File: src/rtl/boot_loader.sv
// Byte-stream program loader: assembles 19-bit instructions from 3-byte groups,
// writes them to instruction memory and releases the CPU once the XOR checksum matches.
module boot_loader #(
    parameter int INST_W = 19,
    parameter int ADDR_W = 8
) (
    input  logic              CLK,
    input  logic              RESET,
    input  logic [7:0]        in_data,
    input  logic              in_valid,
    output logic              in_ready,
    input  logic              reload,
    output logic              im_wr_en,
    output logic [ADDR_W-1:0] im_wr_addr,
    output logic [INST_W-1:0] im_wr_data,
    output logic              cpu_reset,
    output logic              done,
    output logic              error,
    output logic [1:0]        err_code
);

    typedef enum logic [2:0] {
        IDLE  = 3'd0,
        RECV  = 3'd1,
        WRITE = 3'd2,
        CHECK = 3'd3,
        RUN   = 3'd4,
        ERROR = 3'd5
    } state_t;

    localparam logic [1:0] ERR_NONE   = 2'b00;
    localparam logic [1:0] ERR_CHKSUM = 2'b01;
    localparam logic [1:0] ERR_FORMAT = 2'b10;

    state_t state, state_next;

    logic [7:0]        acc;
    logic [1:0]        idx;
    logic [7:0]        remaining;
    logic [ADDR_W-1:0] addr;
    logic [2:0]        asm_hi;
    logic [7:0]        asm_mid;
    logic              accept;
    logic              reload_take;

    // The top byte of an instruction only carries bits [18:16]; anything above is malformed.
    function automatic logic b0_ok(input logic [7:0] b);
        return (b[7:3] == 5'd0);
    endfunction

    assign in_ready    = !RESET && ((state == IDLE) || (state == RECV) || (state == CHECK));
    assign accept      = in_valid && in_ready;
    assign reload_take = reload && ((state == RUN) || (state == ERROR));

    assign im_wr_en  = (state == WRITE);
    assign done      = (state == RUN);
    assign error     = (state == ERROR);
    assign cpu_reset = (state != RUN);

    always_ff @(posedge CLK) begin
        if (RESET) begin
            state <= IDLE;
        end else begin
            state <= state_next;
        end
    end

    always_comb begin
        state_next = state;
        case (state)
            IDLE: begin
                if (accept) begin
                    state_next = (in_data == 8'd0) ? CHECK : RECV;
                end
            end
            RECV: begin
                if (accept) begin
                    if ((idx == 2'd0) && !b0_ok(in_data)) begin
                        state_next = ERROR;
                    end else if (idx == 2'd2) begin
                        state_next = WRITE;
                    end
                end
            end
            WRITE: begin
                state_next = (remaining == 8'd1) ? CHECK : RECV;
            end
            CHECK: begin
                if (accept) begin
                    state_next = (in_data == acc) ? RUN : ERROR;
                end
            end
            RUN, ERROR: begin
                if (reload) begin
                    state_next = IDLE;
                end
            end
            default: state_next = IDLE;
        endcase
    end

    // Counters, checksum and the registered memory-write port.
    always_ff @(posedge CLK) begin
        if (RESET) begin
            acc        <= 8'd0;
            idx        <= 2'd0;
            remaining  <= 8'd0;
            addr       <= '0;
            im_wr_addr <= '0;
            im_wr_data <= '0;
            err_code   <= ERR_NONE;
        end else begin
            case (state)
                IDLE: begin
                    if (accept) begin
                        acc       <= in_data;
                        remaining <= in_data;
                        addr      <= '0;
                        idx       <= 2'd0;
                    end
                end
                RECV: begin
                    if (accept) begin
                        acc <= acc ^ in_data;
                        if (idx == 2'd0) begin
                            if (!b0_ok(in_data)) begin
                                err_code <= ERR_FORMAT;
                            end
                            idx <= 2'd1;
                        end else if (idx == 2'd1) begin
                            idx <= 2'd2;
                        end else begin
                            im_wr_data <= {asm_hi, asm_mid, in_data};
                            im_wr_addr <= addr;
                            idx        <= 2'd0;
                        end
                    end
                end
                WRITE: begin
                    addr      <= addr + 1'b1;
                    remaining <= remaining - 8'd1;
                end
                CHECK: begin
                    if (accept && (in_data != acc)) begin
                        err_code <= ERR_CHKSUM;
                    end
                end
                default: begin
                    if (reload_take) begin
                        err_code <= ERR_NONE;
                    end
                end
            endcase
        end
    end

    // Partial-instruction assembly; stale contents are harmless because idx gates their use.
    always_ff @(posedge CLK) begin
        if ((state == RECV) && accept) begin
            if (idx == 2'd0) begin
                asm_hi <= in_data[2:0];
            end
            if (idx == 2'd1) begin
                asm_mid <= in_data;
            end
        end
    end

endmodule
File: config.mk
export PLATFORM = sky130hd
export DESIGN_NAME = boot_loader
export DESIGN_NICKNAME = d
export VERILOG_FILES = /design/src/rtl/boot_loader.sv
export SDC_FILE = /design/constraint.sdc
export NUM_CORES = 1
export LEC_CHECK = 0
export ABC_CLOCK_PERIOD_IN_PS = 4400
export CORE_MARGIN = 2
export CORE_UTILIZATION = 35
export CTS_BUF_LIST = sky130_fd_sc_hd__clkbuf_8
export DETAILED_ROUTE_END_ITERATION = 6
export PLACE_DENSITY = 0.54
export SETUP_SLACK_MARGIN = 0.4
export SLEW_MARGIN = 20
export SYNTH_ARGS = -nofsm -noshare
export SYNTH_HDL_FRONTEND = slang
export SYNTH_SLANG_ARGS = --single-unit
File: constraint.sdc
create_clock -name CLK -period 4.4 [get_ports CLK]
set_input_delay 0.88 -clock CLK [delete_from_list [all_inputs] [get_ports CLK]]
set_output_delay 0.88 -clock CLK [all_outputs]
set_load 0.02 [all_outputs]
## Word-level counts from Yosys, hierarchy flattened

Index checks and enable logic that the tools add are counted.

| word-level totals | value |
|---|---|
| register bits after elaboration | 69 |
| latch bits | 0 |
| bits in writable memories | 0 |
| ROM bits | 0 |
| word-level logic and storage cells | 89 |
| memories kept | 0 |

| operators by class | value |
|---|---|
| add/subtract/negate cells | 2 |
| multiply operators | 0 |
| div/mod/pow operators | 0 |
| order comparisons | 0 |
| eq/ne operators | 19 |
| shift-type cells | 0 |
| muxes and demuxes | 27 |
| bitwise operators | 4 |
| reductions and logical operators | 27 |

Operators with widths:

| cell | number |
|---|---|
| $pmux 8 s2 | 3 |
| $mux 8 | 3 |
| $mux 2 | 11 |
| $mux 3 | 6 |
| $pmux 3 s5 | 1 |
| $ne 2x2->1 const B | 5 |
| $add 8x1->8 const B | 1 |
| $eq 8x1->1 const B | 1 |
| $eq 8x8->1 | 1 |
| $logic_not 8->1 | 1 |
| $ne 8x8->1 | 1 |
| $sub 8x1->8 const B | 1 |
| $xor 8x8->8 | 1 |
| $eq 3x2->1 const B | 2 |
| $eq 3x3->1 const B | 2 |
| $logic_and 1x1->1 | 6 |
| $pmux 2 s3 | 1 |
| $reduce_and 2->1 | 3 |
| $reduce_and 6->1 | 1 |
| $logic_not 5->1 | 1 |
| $reduce_and 5->1 | 1 |
| $ne 2x1->1 const B | 2 |
| $pmux 2 s2 | 1 |
| $reduce_and 4->1 | 1 |
| other kinds (15) | 22 |

## Depth between registers and ports, before layout

Gate-level depths: netlist of the first run.

| depth | value |
|---|---|
| word-level depth | 8 |
| gate-level depth with buffers | 8 |
| mapped depth without buffers | 6 |

## Worst setup path after synthesis of the first run

No wires, ideal clock.

| timing path | value |
|---|---|
| path type | in2out |
| start point | input RESET |
| end point | output in_ready |
| arrival | 1.756 ns |
| required time | 3.520 ns |
| path slack | 1.764 ns |
| stages on the path | 3 |
| buffers on the path | 2 |
| cell sequence | clkbuf_1 clkbuf_1 nor3_1 |

| between the ends | value |
|---|---|
| word-level cells in the longest chain between the ends | 2 |

RTL lines:

| element | line | text |
|---|---|---|
| start: declaration | 8 | `input logic RESET,` |
| $logic_not 1->1 | 51 | `assign in_ready = !RESET && ((state == IDLE) \|\| (state == RECV) \|\| (state == CHECK));` |
| $logic_and 1x1->1 | 51 |  |
| end: declaration | 11 | `output logic in_ready,` |

No other way between the ends.

## Final worst setup path of the first run

| timing path | value |
|---|---|
| start point | register state[1] |
| end point | output im_wr_en |

| between the ends | value |
|---|---|
| word-level cells in the longest chain between the ends | 1 |

RTL lines:

| element | line | text |
|---|---|---|
| start: declaration | 35 | `state_t state, state_next;` |
| start signal: assignment | 64 | `state <= state_next;` |
| $eq 3x2->1 | 55 | `assign im_wr_en = (state == WRITE);` |
| end: declaration | 13 | `output logic im_wr_en,` |

No other way between the ends.

==> results.md, run 1 <==
* HPWL Detailed at 4968 um
* Largest net degree at the start of global routing at 42
* Top Layer Used: met4
* Area taken by multi-input logic gates at 1445 sq um
* DRT Pass-1 Iters at 4
* Adder-Cell Fraction of Synth Area at 1.231%
* I/O pin count at 46
* Starting DRC count in detailed routing at 171
* Die X at 97.36 um
* CP Data Arrival Time at 2330 ps
* Crit Path Class: register to output port
* Pins Over Slew Limit at 0
* Worst Hold Class: register to register
* Most instantiated cells after synthesis: nand2_1 (77), dfxtp_1 (58), a21oi_1 (47)
* Critical Path Start Type: register
* Cell count after synthesis at 366
* Layout cells sized above 1 at 6.829%
* CP required at 3520 ps
* Final Hold Viols at 0
* Number of flops mapped to enable cells by yosys at 11
* Number of global-route vias before repair at 2,508
* Asr flop ratio synth at 0%
* Fill cells at 866
* Worst slew pin tran at 845.6 ps
* First-pass GRT wire length at 12,680 um
* Metal3 WL at 307 um
* Area delta synth->final at 22.48%
* Total CTS buffers at 9
* Drt wl/cell at 14.68 um
* Port bufs at 45
* Outcome: finished clean
* Peak Freq at 311.8 MHz
* Sequential-to-total area share from yosys stat at 48.89%
* Routed wire length at 7602 um
* DIE AREA at 9478 sq um
* Post-Route M1 WL at 3718 um
* Gpl congestion at 0.8765
* Clk_lat worst skew at 350 ps
* Synth Warn # at 0
* Vias per cell at 5.187
* Min cycle time layout at 3207 ps
* Clk root buf: clkbuf_8
* Simple-Gate Fraction of Synth Area at 23.50%
* Setup TNS at 0 ps
* Gr usage total at 16.83%
* FF/Latch Area at 1491 sq um
* CTS tree: yes
* Die Y at 97.36 um
* Total gr overflow at 0
* Tcrit/Tclk final at 72.89%
* Hold-fix buffers, CTS at 0
* VDD IR-drop max at 182.3 uV
* Metal2 WL at 3448 um
* Multiplexer share of the synthesized area at 0.7383%
* CP max FO at 14
* Detail Route Antenna Nets at 0
* Final Net Count at 420
* Initial antenna violation count at 0
* Core area at 8593 sq um
* Seq cells post-synth at 69
* Number of remaining DRC errors at 0
* Pwr dens at 321.7 nW/um^2
* Antenna diodes at 0
* Combinational family with the most area after synthesis: simple AND/OR/NAND/NOR gates
* Post-synth top area share at 38.06%
* Xor/xnor cell area share of the yosys netlist at 2.871%
* Post_cts resized at 0
* Syn nets at 381
* Detailed-route via count at 2,687
* Placed Area at 3578 sq um
* RSZ-0062 raised after global routing: no
* Area leader, netlist: dfxtp_1
* Clk pin slew, worst setup/hold paths at 80 ps
* P_leak at 0.001257 uW
* Final setup viols at 0
* H-tree depth at 3
* Initial core utilization at 35.50%
* Mapped Area at 3050 sq um
* Clk buf depth at 2
* Compound-gate portion of the synthesized area at 19.03%
* Max-Cap Viols at 0
* Fin area at 3736 sq um
* Main synth FF type: dfxtp_1
* Clk_skew at 10.18 ps
* Most common cell in the netlist: nand2_1
* Synth cell types at 45
* Synth area leaders: dfxtp_1 (38%), edfxtp_1 (11%), nand2_1 (9.5%), a21oi_1 (7.7%), nor2_1 (3.7%)
* Synthesized area per cell at 8.334 sq um
* Cell Rows at 34
* Clock sink count at 69
* Slew margin rel. at 43.19%
* Postcts setup bufs at 0
* Crit. End Element: output port
-- state kept, by name, summed over array words and instances (netlist names) --
name        cells
state           3
acc             8
asm_hi          3
remaining       8
im_wr_data     19
im_wr_addr      8
idx             2
err_code        2
addr            8
asm_mid         8
-- area by class of cell --
cell class	instances	share of cell area (%)
sequential	69	39.92
multi-input combinational	269	38.68
timing repair buffer	50	12.93
tap	108	3.617
clock buffer	9	3.315
clock inverter	7	0.9042
inverter	6	0.6363
-- critical path, stage by stage, from the launching register on --
cell	delay (ps)
dfxtp_1	600
or3b_1	570
clkinv_2	190
clkdlybuf4s50_1	620
-- power breakdown --
part / total [uW] / switching, uW / leakage (uW) / internal, uW
clock network: 428 / 232 / 0.0000955 / 196
registers: 666 / 14.0 / 0.000568 / 652
logic: 107 / 66.6 / 0.000593 / 40.8
total: 1200 / 312 / 0.00126 / 890
-- kinds of logic after synthesis --
group / Yosys count
simple gates: 156
compound gates: 98
flops: 69
buf+inv: 28
xor+xnor: 10
fa+ha+maj: 3
mux: 2
-- routing by layer --
layer | global-route usage, % | vias up
met5 | 0 | -
met4 | 4.274 | 0
met3 | 5.899 | 11
met2 | 25.64 | 57
met1 | 22.93 | 1266
li1 | - | 1353
-- path summary, 6_finish.rpt --
| path | slack (ps) | from | to | cells past startpoint |
|---|---|---|---|---|
| setup / recovery | 1190 | state[1] | im_wr_en | 3 |
| setup reg to reg | 2150 | state[0] | state[2] | 5 |
| hold reg to reg | 450 | im_wr_data[15] | im_wr_data[15] | 2 |
| hold / removal | 450 | im_wr_data[15] | im_wr_data[15] | 2 |
-- stage by stage --
stage          setup slack [ps]  power [uW]  hold WS [ps]  instances  utilization [%]
6_report                   1193        1202         452.5        518            43.48
5_1_grt                    1086        1264         469.4        518            43.48
3_3_place_gp               1252       786.4         439.8        502            41.64
4_1_cts                    1193        1220         454.2        518            43.48
3_5_place_dp               1299       787.7         445.3        502            41.64
2_1_floorplan              1764       747.4         438.2        366                -
-- cells in the final DEF, fill, tap and decap left out, types with 2 or more instances in the layout --
| cell type | netlist | routed |
|---|---|---|
| nand2_1 | 77 | 77 |
| dfxtp_1 | 58 | 58 |
| a21oi_1 | 47 | 47 |
| clkdlybuf4s50_1 | 0 | 44 |
| nor2_1 | 30 | 30 |
| o21ai_0 | 22 | 22 |
| edfxtp_1 | 11 | 11 |
| nand3_1 | 9 | 9 |
| xor2_1 | 9 | 9 |
| clkbuf_8 | 0 | 9 |
| nor3_1 | 8 | 8 |
| a22oi_1 | 8 | 8 |
| inv_1 | 5 | 7 |
| clkinv_2 | 1 | 5 |
| buf_4 | 0 | 5 |
| nor2b_1 | 4 | 4 |
| and3_1 | 4 | 4 |
| nor4_1 | 4 | 4 |
| and2_1 | 3 | 3 |
| or4_1 | 3 | 3 |
| a21o_1 | 3 | 3 |
| o211ai_1 | 3 | 3 |
| a211oi_1 | 3 | 3 |
| ha_1 | 3 | 3 |
| or3b_1 | 2 | 2 |
| nand2b_1 | 2 | 2 |
| nand4_1 | 2 | 2 |
| a31oi_1 | 2 | 2 |
| o311ai_0 | 2 | 2 |
| a221oi_1 | 2 | 2 |
| nand3b_1 | 2 | 2 |
Power figures use the tool's default switching activity.
==> inputs of run 2 (changes only) <==
--- a/config.mk
+++ b/config.mk
@@ -5,12 +5,12 @@
 export SDC_FILE = /design/constraint.sdc
 export NUM_CORES = 1
 export LEC_CHECK = 0
-export ABC_CLOCK_PERIOD_IN_PS = 4400
+export ABC_CLOCK_PERIOD_IN_PS = 2700
 export CORE_MARGIN = 2
 export CORE_UTILIZATION = 35
 export CTS_BUF_LIST = sky130_fd_sc_hd__clkbuf_8
 export DETAILED_ROUTE_END_ITERATION = 6
-export PLACE_DENSITY = 0.54
+export PLACE_DENSITY = 0.56
 export SETUP_SLACK_MARGIN = 0.4
 export SLEW_MARGIN = 20
 export SYNTH_ARGS = -nofsm -noshare
==> constraint.sdc (replaced) <==
create_clock -name CLK -period 2.7 [get_ports CLK]
set_input_delay 0.54 -clock CLK [delete_from_list [all_inputs] [get_ports CLK]]
set_output_delay 0.54 -clock CLK [all_outputs]
set_load 0.02 [all_outputs]
==> results.md, run 2 (synthesis gave the netlist of run 1 again) <==
* Clock sink count at 69 (unchanged)
* Detail Route Antenna Nets at 0 (unchanged)
* Initial antenna violation count at 0 (unchanged)
* Hold path start: im_wr_addr[2]
* Number of remaining DRC errors at 0 (unchanged)
* Final setup viols at 0 (unchanged)
* Port bufs at 45 (unchanged)
* Worst hold slack at 452.7 ps (+0.1690 ps)
* Most frequent cells in the layout: nand2_1 (77), dfxtp_1 (58), a21oi_1 (47), clkdlybuf4s50_1 (39), nor2_1 (30)
* HPWL Detailed at 5366 um (+8.0%)
* Commonest non-fill, non-tap cell in the layout: nand2_1
* Gpl congestion at 0.8696 (-0.79%)
* CP Data Arrival Time at 2370 ps (+40 ps)
* CP peak stage delay at 570 ps (-50 ps)
* Pins Over Slew Limit at 0 (unchanged)
* VDD IR-drop max at 228.9 uV (+26%)
* Cell Rows at 34 (unchanged)
* Starting DRC count in detailed routing at 170 (-0.58%)
* Crit Path Class: primary input to register
* P_leak at 0.001374 uW (+9.3%)
* Reg with most FFs: im_wr_data
* Worst slack, placed at 190.4 ps (-1109 ps)
* Peak Freq at 461.6 MHz
* Cell family with most CP delay: simple AND/OR/NAND/NOR gates
* Depth of the most critical reg-to-reg path at 6 (+1)
* Clk_skew at 8.420 ps (-1.762 ps)
* Slew margin rel. at 55.85% (+13 points)
* RSZ-0062 raised after global routing: no
* Tcrit/Tclk final at 80.23%
* Routed wire length at 8017 um (+5.5%)
* Core area at 8593 sq um (unchanged)
* Largest net degree at the start of global routing at 60 (+43%)
* R2r endpoint: state[2]
* R2R setup slack at 810 ps (-1340 ps)
* Gr usage total at 17.06% (+0.24 points)
* Critical Path Start Type: primary input
* FF-to-FF Start: state[0]
* Postcts setup bufs at 0 (unchanged)
* Vias per cell at 5.162 (-0.49%)
* Fin area at 3885 sq um (+4.0%)
* CTS tree: yes
* Clk root buf: clkbuf_8
* FF/Latch Area at 1491 sq um (unchanged)
* Worst slew pin tran at 662.3 ps (-183.3 ps)
* Drt wl/cell at 15.07 um (+2.7%)
* Detailed-route via count at 2,746 (+2.2%)
* Max-Cap Viols at 0 (unchanged)
* Die X at 97.36 um (unchanged)
* Outcome: finished clean
* Placed Area at 3696 sq um (+3.3%)
* Total gr overflow at 0 (unchanged)
* CP required at 2910 ps (-610 ps)
* Crit-path cells: clkdlybuf4s50_1 > or4_4 > or4_1 > nand4_1 > o22a_1 > nor2_1
* Area delta synth->final at 27.36%
* Max reg flops at 19 (unchanged)
* Worst Hold Class: register to register
* Fill cells at 862 (-0.46%)
* Number of global-route vias before repair at 2,525 (+0.68%)
* Fin util at 45.21% (+1.7 points)
* Total CTS buffers at 9 (unchanged)
* CP max FO at 4 (-10)
* Setup TNS at 0 ps (unchanged)
* Clk pin slew, worst setup/hold paths at 80 ps (about the same)
* First-pass GRT wire length at 13,040 um (+2.9%)
* Min cycle time layout at 2166 ps
* Hold Path Depth at 2 (unchanged)
* Final WS setup at 533.8 ps (-659.1 ps)
* Area taken by multi-input logic gates at 1445 sq um (unchanged)
* DRT Pass-1 Iters at 4 (unchanged)
* Clk buf depth at 2 (unchanged)
* Crit. End Element: register
* Antenna diodes at 0 (unchanged)
* Clk_lat worst skew at 330 ps (-20 ps)
* DIE AREA at 9478 sq um (unchanged)
* Buf/Inv on CP at 1 (-1)
* Initial core utilization at 35.50% (unchanged)
* Slowest CP cell: or4_4
* Final Net Count at 434 (+3.3%)
* Die Y at 97.36 um (unchanged)
* H-tree depth at 3 (unchanged)
* Hold EP: im_wr_addr[2]
* Final Hold Viols at 0 (unchanged)
* Pwr dens at 536.8 nW/um^2 (+67%)
* I/O pin count at 46 (unchanged)
* Layout cells sized above 1 at 9.670% (+2.8 points)
-- run 2: cell count changes in the layout (fill, tap and decap cells not counted) --
cell and change:
buf_12 +1, buf_4 +13, dlymetal6s2s_1 +3, inv_1 +1
dlygate4sd2_1 +2, clkdlybuf4s50_1 -5, bufinv_16 +1, clkinv_2 -3
clkinvlp_4 +1
-- run 2: area by class of cell --
class	count	share of cell area (%)
inverter	6	0.6119
clock buffer	9	3.188
clock inverter	7	1.546
multi-input combinational	269	37.20
timing repair buffer	64	15.59
sequential	69	38.39
tap	108	3.478
-- run 2: what timing repair did --
item	4_1_cts	5_1_grt
setup endpoints to repair	2	3
resized for setup	2	3
hold buffers	0	0
-- run 2: per-stage QoR --
step | cells | power, uW
5_1_grt | 532 | 2176
6_report | 532 | 2086
4_1_cts | 532 | 2104
2_1_floorplan | 366 | 1218
3_3_place_gp | 516 | 1298
3_5_place_dp | 516 | 1302
-- run 2: where the power goes --
group          total [uW]  internal (uW)  switching [uW]
clock network         806            416             390
logic                 199           79.5             119
registers            1080           1060            17.9
-- run 2: routing by layer --
metal  wire, um  GRT usage (%)  vias up  part of all wire (%)
li1           -              -     1387                     -
met1       4050          24.11     1294                    51
met2       3546          26.18       57                    44
met3        343          3.237        8                   4.3
met4         76          5.983        0                  0.95
met5          0              0        -                     0
-- run 2: worst reg2reg max path, stage by stage, from the launching register on --
cell	delay, ps
dfxtp_1	340
buf_4	170
or3b_1	380
or4_1	510
nand4_1	170
o22a_1	170
nor2_1	40
-- run 2: worst max-delay path by stage --
stage	end	depth (start not counted)	from	slack, ps
6_report	state[2]	6	in_data[4]	530
2_1_floorplan	in_ready	3	RESET	740
5_1_grt	state[2]	6	in_data[4]	460
4_1_cts	in_ready	4	state[1]	420
3_5_place_dp	state[2]	6	in_data[5]	190
3_3_place_gp	state[2]	6	in_data[4]	210
